File: config.mk
export PLATFORM = sky130hd
export DESIGN_NAME = stepdir_decoder
export DESIGN_NICKNAME = d
export VERILOG_FILES = /design/src/rtl/stepdir_pkg.sv /design/src/rtl/pin_filter.sv /design/src/rtl/stepdir_decoder.sv
export SDC_FILE = /design/constraint.sdc
export NUM_CORES = 1
export LEC_CHECK = 0
export ABC_AREA = 1
export CAP_MARGIN = 20
export CORE_MARGIN = 1.5
export CORE_UTILIZATION = 33
export CTS_CLUSTER_SIZE = 40
export DETAILED_ROUTE_END_ITERATION = 16
export GPL_ROUTABILITY_DRIVEN = 0
export SLEW_MARGIN = 0
export SYNTH_ARGS = -nofsm -noshare
export SYNTH_HDL_FRONTEND = slang
export SYNTH_HIERARCHICAL = 1
export SYNTH_SLANG_ARGS = --single-unit
File: constraint.sdc
create_clock -name clk -period 3.7 [get_ports clk]
set_clock_uncertainty 0.1 [all_clocks]
set_input_delay 0.74 -clock clk [delete_from_list [all_inputs] [get_ports clk]]
set_output_delay 0.74 -clock clk [all_outputs]
set_load 0.02 [all_outputs]
File: src/rtl/stepdir_pkg.sv
// ---------------------------------------------------------------------------
// stepdir_pkg
// Shared widths and types for the step/dir receiver.
//   JOINT_W      : width of position and velocity readback
//   FILTER_CNT_W : width of the per-pin glitch-filter run counter
//   vel_state_e  : velocity-measurement FSM states
// ---------------------------------------------------------------------------
package stepdir_pkg;

   localparam int unsigned JOINT_W      = 32;
   localparam int unsigned FILTER_CNT_W = 4;

   typedef enum logic [0:0] {
      IDLE,
      TRACK
   } vel_state_e;

endpackage

File: src/rtl/pin_filter.sv
// ---------------------------------------------------------------------------
// pin_filter
// Two-flop synchronizer followed by a glitch filter for one asynchronous pin.
// The filtered level flips once FILTER_LEN consecutive synced samples differ
// from it; any sample equal to the current level restarts the count.
//
// Ports
//   clk   : system clock
//   rst_n : synchronous active-low reset
//   din   : asynchronous pin
//   dout  : filtered level that the internal register takes at the next edge,
//           so a consumer registering its own copy sees the change at the
//           same edge the filter commits it
// ---------------------------------------------------------------------------
module pin_filter
   import stepdir_pkg::*;
#(
   parameter int unsigned FILTER_LEN = 2
) (
   input  logic clk,
   input  logic rst_n,
   input  logic din,
   output logic dout
);

   localparam logic [FILTER_CNT_W-1:0] LenM1 = FILTER_CNT_W'(FILTER_LEN - 1);

   logic                    sync1_q;
   logic                    sync2_q;
   logic                    filt_q;
   logic                    filt_d;
   logic [FILTER_CNT_W-1:0] cnt_q;
   logic [FILTER_CNT_W-1:0] cnt_d;

   always_comb begin
      filt_d = filt_q;
      cnt_d  = '0;
      if (sync2_q != filt_q) begin
         // The current differing sample is the (cnt_q+1)-th in the run.
         if (cnt_q == LenM1) begin
            filt_d = ~filt_q;
         end else begin
            cnt_d = cnt_q + 1'b1;
         end
      end
   end

   always_ff @(posedge clk) begin
      if (!rst_n) begin
         sync1_q <= 1'b0;
         sync2_q <= 1'b0;
         filt_q  <= 1'b0;
         cnt_q   <= '0;
      end else begin
         sync1_q <= din;
         sync2_q <= sync1_q;
         filt_q  <= filt_d;
         cnt_q   <= cnt_d;
      end
   end

   assign dout = filt_d;

endmodule

File: src/rtl/stepdir_decoder.sv
// ---------------------------------------------------------------------------
// stepdir_decoder
// Step/dir receiver: filters the STP/DIR pins, counts signed position on
// filtered STP rising edges, flags DIR setup violations and measures the step
// period for a signed velocity readback.
//
// Ports
//   clk        : system clock
//   rst_n      : synchronous active-low reset
//   STP_in     : asynchronous step pin
//   DIR_in     : asynchronous direction pin, 1 = positive
//   clear      : zero position and clear dir_err (a same-cycle step still counts)
//   position   : signed step count, wraps modulo 2^32
//   velocity   : signed step period in clk cycles, 0 = stopped/unknown
//   step_pulse : one-cycle strobe per counted step
//   dir_err    : sticky DIR setup violation
// ---------------------------------------------------------------------------
module stepdir_decoder
   import stepdir_pkg::*;
#(
   parameter int unsigned FILTER_LEN = 2,
   parameter int unsigned DIR_SETUP  = 4,
   parameter logic [31:0] TIMEOUT    = 32'd50_000_000
) (
   input  logic               clk,
   input  logic               rst_n,
   input  logic               STP_in,
   input  logic               DIR_in,
   input  logic               clear,
   output logic [JOINT_W-1:0] position,
   output logic [JOINT_W-1:0] velocity,
   output logic               step_pulse,
   output logic               dir_err
);

   logic               stp_lvl;
   logic               dir_lvl;
   logic               stp_q;
   logic               dir_q;
   logic               step_ev;
   logic               dir_chg;
   logic               setup_viol;
   logic               timeout_hit;
   logic [31:0]        stab_q;
   logic [31:0]        stab_d;
   logic [31:0]        cnt_q;
   logic [31:0]        cnt_d;
   logic [31:0]        period;
   logic [JOINT_W-1:0] pos_q;
   logic [JOINT_W-1:0] pos_d;
   logic [JOINT_W-1:0] pos_base;
   logic [JOINT_W-1:0] vel_q;
   logic [JOINT_W-1:0] vel_d;
   logic               pulse_q;
   logic               err_q;
   logic               err_d;
   logic               dir_rec_q;
   logic               dir_rec_d;
   vel_state_e         state_q;
   vel_state_e         state_d;
   vel_state_e         state_eff;

   pin_filter #(
      .FILTER_LEN(FILTER_LEN)
   ) u_stp_filter (
      .clk  (clk),
      .rst_n(rst_n),
      .din  (STP_in),
      .dout (stp_lvl)
   );

   pin_filter #(
      .FILTER_LEN(FILTER_LEN)
   ) u_dir_filter (
      .clk  (clk),
      .rst_n(rst_n),
      .din  (DIR_in),
      .dout (dir_lvl)
   );

   // stp_q/dir_q hold the filtered levels; *_lvl is what they become next.
   assign step_ev = stp_lvl & ~stp_q;
   assign dir_chg = dir_lvl ^ dir_q;

   // stab_q+1 is the number of edges the filtered DIR has held, counting the
   // edge at which the step lands; a DIR flip at that same edge means zero.
   assign setup_viol = dir_chg | ((stab_q + 32'd1) < 32'(DIR_SETUP));

   always_comb begin
      stab_d = stab_q;
      if (dir_chg) begin
         stab_d = '0;
      end else if (stab_q < 32'(DIR_SETUP)) begin
         stab_d = stab_q + 32'd1;
      end
   end

   always_comb begin
      cnt_d = cnt_q;
      if (step_ev) begin
         cnt_d = '0;
      end else if (cnt_q < TIMEOUT) begin
         cnt_d = cnt_q + 32'd1;
      end
   end

   // The counter hits TIMEOUT at this edge unless a step zeroes it; the
   // timeout is applied first either way.
   assign timeout_hit = (state_q == TRACK) && (cnt_q == TIMEOUT - 32'd1);
   assign period      = cnt_q + 32'd1;

   always_comb begin
      pos_base = clear ? '0 : pos_q;
      pos_d    = pos_base;
      if (step_ev) begin
         pos_d = dir_lvl ? pos_base + 32'd1 : pos_base - 32'd1;
      end
   end

   always_comb begin
      err_d = err_q;
      if (step_ev && setup_viol) begin
         err_d = 1'b1;
      end else if (clear) begin
         err_d = 1'b0;
      end
   end

   always_comb begin
      state_eff = state_q;
      state_d   = state_q;
      dir_rec_d = dir_rec_q;
      vel_d     = vel_q;
      if (timeout_hit) begin
         vel_d     = '0;
         state_eff = IDLE;
         state_d   = IDLE;
      end
      if (step_ev) begin
         unique case (state_eff)
            IDLE: begin
               state_d   = TRACK;
               dir_rec_d = dir_lvl;
            end
            TRACK: begin
               if (dir_lvl == dir_rec_q) begin
                  vel_d = dir_lvl ? period : -period;
               end else begin
                  vel_d     = '0;
                  dir_rec_d = dir_lvl;
               end
            end
         endcase
      end
   end

   always_ff @(posedge clk) begin
      if (!rst_n) begin
         stp_q     <= 1'b0;
         dir_q     <= 1'b0;
         stab_q    <= '0;
         cnt_q     <= '0;
         pos_q     <= '0;
         vel_q     <= '0;
         pulse_q   <= 1'b0;
         err_q     <= 1'b0;
         dir_rec_q <= 1'b0;
         state_q   <= IDLE;
      end else begin
         stp_q     <= stp_lvl;
         dir_q     <= dir_lvl;
         stab_q    <= stab_d;
         cnt_q     <= cnt_d;
         pos_q     <= pos_d;
         vel_q     <= vel_d;
         pulse_q   <= step_ev;
         err_q     <= err_d;
         dir_rec_q <= dir_rec_d;
         state_q   <= state_d;
      end
   end

   assign position   = pos_q;
   assign velocity   = vel_q;
   assign step_pulse = pulse_q;
   assign dir_err    = err_q;

endmodule
==> results.yml, run 1 <==
run_status:
  outcome: "finished clean"
logic_synthesis:
  synth_edf_count: 0
  syn_avg_cell_area_um2: 6.49
  yosysSeqAreaShare: 0.302
  netlist_area_um2: 9810
  ys_seq_elements: 148
  synth_async_sr_flop_share: 0
  synthDistinctLibCells: 48
  yosys_warnings: 6
  netlist_instances: 1512
  dominantRegCellSynth: "dfxtp_1"
  mappedNetlistNets: 1554
clock_network:
  cts.clk_slew.worst_paths_ns: 0.06
  cts_num_sinks: 148
  ctsLongestPathBuffers: 2
  postCtsHoldBufs: 0
  root_buffer: "clkbuf_16"
  insertion_delay_ns: 0.43
  tritoncts: "yes"
  cts_made_buffers: 17
  postCtsResizedCells: 0
  post-cts-setup-buffer-count: 0
  htree_levels: 4
cells_and_area:
  layout-area-overhead-vs-synth_pct: 18.8
  layout.cells.most_common_list: "nand2_1 (333), inv_1 (201), nor2_1 (187)"
  layout.nets: 1634
  fin_area_um2: 11700
  post-route-util: 0.402
  mostFrequentLayoutCell: "nand2_1"
  fraction_of_final_layout_cells_with_drive_strength_greater_than_1: 0.0916
  antenna_cells: 0
drt:
  wl_per_cell_um: 14.3
  avgViaCountPerCell: 4.92
  first_iter_violations: 542
  routed_wirelength_um: 28500
  drt_drc_violations_left: 0
  via_count: 9789
  postRouteAntennaNets: 0
  iteration_count_of_the_initial_detailed_routing_pass: 5
floorplan:
  io-pin-count: 71
  initial_core_util: 0.338
  die-height_um: 175
  placementRows: 62
  floorplan.die_area_um2: 30800
  core_region_area_um2: 29000
  dieWidth_um: 175
setup_path:
  worst-setup-path-type: "reg -> reg"
  timing.critical_path.from_type: "flip-flop"
  cp.required_ns: 3.89
  critical_path_arrival_ns: 3.56
  worst-path-max-fanout: 25
  critPathCaptureType: "flip-flop"
global_routing:
  grt_pass1_wl_um: 46400
  grt_pass1_vias: 9155
  grt_antenna_before_repair: 0
  globalRoute.totalOverflow: 0
  globalRouteTotalUtil: 0.189
  maximum_number_of_pins_on_one_net_before_global_route_repair: 41
placement:
  hpwl_um: 21500
  dpl-instance-area_um2: 11100
  port_buffers: 70
sta:
  final.setup.tns_ns: 0
  grt_setup_unrepaired: "no"
  final_max_slew_viol_count: 0
  hold_violations: 0
  hold_slack_ns: 0.318
  period_share: 0.911
  min_period_ns: 3.37
  setup_viol_count_final: 0
  worst_pin_slew_ns: 0.810
  slew-limit-headroom: 0.455
  fmax_mhz: 297
pwr:
  cellPowerDensity_nw_per_um2: 403
  leakage_nw: 5.24
  worst_ir_drop_vdd_mv: 0.190
worst_hold_path:
  min_path_type: "reg -> reg"
job:
  maxCapViolations: 0
-- kinds of logic (layout without fill, tap and decap cells) --
| family | count (synthesis) | count (layout) | synth area share |
|---|---|---|---|
| adder cells (fa/ha/maj) | 37 | 37 | 0.0480 |
| AO/OA/AOI/OAI | 250 | 250 | 0.141 |
| AND/OR/NAND/NOR | 766 | 766 | 0.354 |
| buffers and inverters | 245 | 338 | 0.0946 |
| XOR/XNOR | 66 | 66 | 0.0605 |
| flip-flops | 148 | 148 | 0.302 |
-- cells in the mapped netlist (4+ instances only) --
master    number  area, um2
o21bai_1       7       52.6
nand2_4        4       45.0
o21ai_1        8       40.0
nand3_1      107        536
buf_2          7       35.0
xor2_1        50        438
nor3_1        27        135
a21oi_2        6       52.6
a21oi_1      105        526
nand2_1      333       1250
o22ai_1        7       43.8
nand3b_1       8       60.1
nor2_1       188        706
nor2_2        19        119
a31oi_1        5       31.3
clkbuf_1      28        105
nand3_2        4       40.0
nor2_4        10        113
nand4_1       28        175
nand2_2       26        163
ha_1          36        450
o21a_1         5       37.5
o21ai_0       90        450
xnor2_1       14        123
nor4_1         5       31.3
inv_2          5       18.8
inv_1        202        758
dfxtp_1      148       2960
-- registers in the layout, indices dropped and copies added, names as in the netlist, 4 cells and up --
signal	cells
cnt_q	32
position	32
stab_q	32
u_dir_filter/cnt_q	4
u_stp_filter/cnt_q	4
velocity	32
-- worst paths after layout --
| kind | endpoint | depth (start not counted) | startpoint | slack, ns |
|---|---|---|---|---|
| setup / recovery | position[30] | 17 | u_dir_filter/cnt_q[1] | 0.33 |
| hold / removal | u_dir_filter/sync2_q | 2 | u_dir_filter/sync1_q | 0.32 |
| setup reg to reg | position[30] | 17 | u_dir_filter/cnt_q[1] | 0.33 |
| hold reg to reg | u_dir_filter/sync2_q | 2 | u_dir_filter/sync1_q | 0.32 |
-- critical path: stages, from the launching register on --
cell      delay (ns)
dfxtp_1         0.37
inv_1           0.06
ha_1            0.20
nand2_2         0.08
nand2_1         0.06
nand2_2         0.07
inv_1           0.10
inv_2           0.28
buf_4           0.40
ha_1            0.35
a21oi_1         0.27
o21bai_1        0.09
a21oi_1         0.18
o21ai_0         0.11
a21oi_1         0.12
o21ai_0         0.16
nor2_1          0.13
o22ai_1         0.09
-- metrics by stage --
stage | std cells | power (mW) | setup WS, ns
6_report | 1989 | 4.69 | 0.327
5_1_grt | 1989 | 4.95 | 0.0190
3_3_place_gp | 1957 | 2.93 | 0.132
3_5_place_dp | 1957 | 2.94 | 0.0752
2_1_floorplan | 1512 | 2.58 | 0.195
4_1_cts | 1989 | 4.73 | 0.368
-- where the power goes --
part / leakage (nW) / internal, mW / total, mW / switching, mW
Sequential: 1.20 / 1.67 / 1.72 / 0.0562
Combinational: 3.75 / 0.446 / 1.20 / 0.752
Clock: 0.287 / 1.04 / 1.77 / 0.736
-- cell type report --
| cell class | instances | area (um2) |
|---|---|---|
| Fill cell | 3079 | 17400 |
| Tap cell | 384 | 480 |
| Clock buffer | 19 | 453 |
| Sequential cell | 148 | 2960 |
| Timing Repair Buffer | 97 | 903 |
| Multi-Input combinational cell | 1119 | 5920 |
| Inverter | 209 | 785 |
| Clock inverter | 13 | 149 |
-- routing by layer --
layer	wire, um	vias to the layer above	track usage
met3	1340	28	0.0331
met2	12800	209	0.300
met5	0	-	0
met1	13900	4499	0.260
met4	528	0	0.0570
li1	-	5053	-
(Power assumes the default switching activity.)
==> run 2: changes to the inputs <==
--- a/constraint.sdc
+++ b/constraint.sdc
@@ -4,2 +4,2 @@
 set_output_delay 0.74 -clock clk [all_outputs]
-set_load 0.02 [all_outputs]
+set_load 0.1 [all_outputs]
==> results.yml, run 2 (synthesis gave the netlist of run 1 again) <==
run_status:
  outcome: "finished clean"
job:
  maxCapViolations: 0
clock_network:
  ctsLongestPathBuffers: 2
  cts_num_sinks: 148
  postCtsHoldBufs: 0
  htree_levels: 4
  postCtsResizedCells: 0
  root_buffer: "clkbuf_16"
  insertion_delay_ns: 0.44
  cts_made_buffers: 17
  post-cts-setup-buffer-count: 0
  tritoncts: "yes"
  cts.clk_slew.worst_paths_ns: 0.06
worst_hold_path:
  min_path_type: "reg -> reg"
global_routing:
  grt_pass1_wl_um: 46900
  grt_pass1_vias: 9234
  grt_antenna_before_repair: 0
  globalRouteTotalUtil: 0.190
  maximum_number_of_pins_on_one_net_before_global_route_repair: 41
  globalRoute.totalOverflow: 0
cells_and_area:
  layout-area-overhead-vs-synth_pct: 19.3
  fraction_of_final_layout_cells_with_drive_strength_greater_than_1: 0.0941
  layout.nets: 1633
  mostFrequentLayoutCell: "nand2_1"
  antenna_cells: 0
  post-route-util: 0.404
  layout.cells.most_common_list: "nand2_1 (333), inv_1 (201), nor2_1 (187)"
drt:
  avgViaCountPerCell: 4.90
  first_iter_violations: 631
  drt_drc_violations_left: 0
  wl_per_cell_um: 14.3
  via_count: 9750
  iteration_count_of_the_initial_detailed_routing_pass: 5
  routed_wirelength_um: 28500
  postRouteAntennaNets: 0
setup_path:
  critical_path.most_common_cell: "nand2_1"
  cell_type_of_the_slowest_stage_on_the_worst_timing_path: "buf_4"
  worst-path-max-fanout: 25
  critical_path.top_delay_family: "buffers and inverters"
  critPathCaptureType: "flip-flop"
  critical_path_arrival_ns: 3.51
  cp.required_ns: 3.90
  critPathMaxStageDelay_ns: 0.38
  crit_path_cell_trace: "inv_1, ha_1, nand2_2, nand2_1, nand2_2, inv_1, inv_2, buf_4, ha_1, a21oi_1, nor3_1, a211oi_1, o21ai_0, a21oi_1, nand2_1, nand2_1, nand2_1, nand2_1, a21oi_1"
  worst-setup-path-type: "reg -> reg"
  timing.critical_path.buf_inv: 4
  timing.critical_path.from_type: "flip-flop"
sta:
  slew-limit-headroom: 0.317
  period_share: 0.895
  grt_setup_unrepaired: "no"
  fmax_mhz: 302
  final_max_slew_viol_count: 0
  hold_violations: 0
  worst_pin_slew_ns: 1.02
  min_period_ns: 3.31
  setup_viol_count_final: 0
  hold_slack_ns: 0.312
floorplan:
  die-height_um: 175
  dieWidth_um: 175
  core_region_area_um2: 29000
  initial_core_util: 0.338
  floorplan.die_area_um2: 30800
  io-pin-count: 71
  placementRows: 62
pwr:
  worst_ir_drop_vdd_mv: 0.217
  leakage_nw: 5.29
  cellPowerDensity_nw_per_um2: 445
placement:
  hpwl_um: 21500
  port_buffers: 70
==> run 2: changes by cell type in the layout (fill, tap and decap cells not counted) <==
cell | previous run | this run
clkinv_2 | 1 | 0
buf_4 | 27 | 33
clkinvlp_4 | 3 | 2
inv_6 | 3 | 0
clkbuf_8 | 2 | 6
clkinv_4 | 4 | 0
clkdlybuf4s50_1 | 70 | 63
clkbuf_1 | 0 | 2
bufinv_16 | 2 | 5
==> run 2: layer usage <==
layer | wire, um | up-vias | global-route usage
li1 | - | 5049 | -
met1 | 13900 | 4439 | 0.261
met2 | 12600 | 233 | 0.304
met3 | 1410 | 29 | 0.0316
met4 | 550 | 0 | 0.0598
met5 | 0 | - | 0
==> run 2: path summary, 6_finish.rpt <==
path,cells past startpoint,slack (ns),from,to
setup / recovery,19,0.39,u_dir_filter/cnt_q[1],position[31]
setup reg to reg,19,0.39,u_dir_filter/cnt_q[1],position[31]
hold / removal,2,0.31,u_dir_filter/sync1_q,u_dir_filter/sync2_q
hold reg to reg,2,0.31,u_dir_filter/sync1_q,u_dir_filter/sync2_q
==> run 2: per-stage QoR <==
stage | setup TNS [ns] | worst slack [ns] | cell area, um2 | cells | power [mW]
detailed placement | -0.0186 | -0.0186 | 11000 | 1956 | 3.22
global placement | 0 | 0.0438 | 11000 | 1956 | 3.21
finish | 0 | 0.387 | 11700 | 1988 | 5.21
floorplan | 0 | 0.195 | 9810 | 1512 | 2.85
global route | 0 | 0.0347 | 11700 | 1988 | 5.46
CTS | 0 | 0.382 | 11700 | 1988 | 5.23
==> run 2: worst register-to-register path, cell delays in order (launching register included) <==
cell	delay, ns
dfxtp_1	0.37
inv_1	0.06
ha_1	0.20
nand2_2	0.08
nand2_1	0.06
nand2_2	0.07
inv_1	0.10
inv_2	0.29
buf_4	0.38
ha_1	0.33
a21oi_1	0.20
nor3_1	0.08
a211oi_1	0.23
o21ai_0	0.14
a21oi_1	0.18
nand2_1	0.07
nand2_1	0.05
nand2_1	0.05
nand2_1	0.07
a21oi_1	0.07
==> run 2: power breakdown <==
group          leakage [nW]  internal, mW  switching (mW)
registers              1.20          1.67          0.0562
logic                  3.76         0.443            1.03
clock network         0.326          1.31           0.701
==> run 2: area by class of cell <==
class,count,area (um2)
Tap cell,384,480
Clock inverter,7,165
Timing Repair Buffer,96,878
Fill cell,3073,17300
Clock buffer,25,515
Sequential cell,148,2960
Multi-Input combinational cell,1119,5920
Inverter,209,785
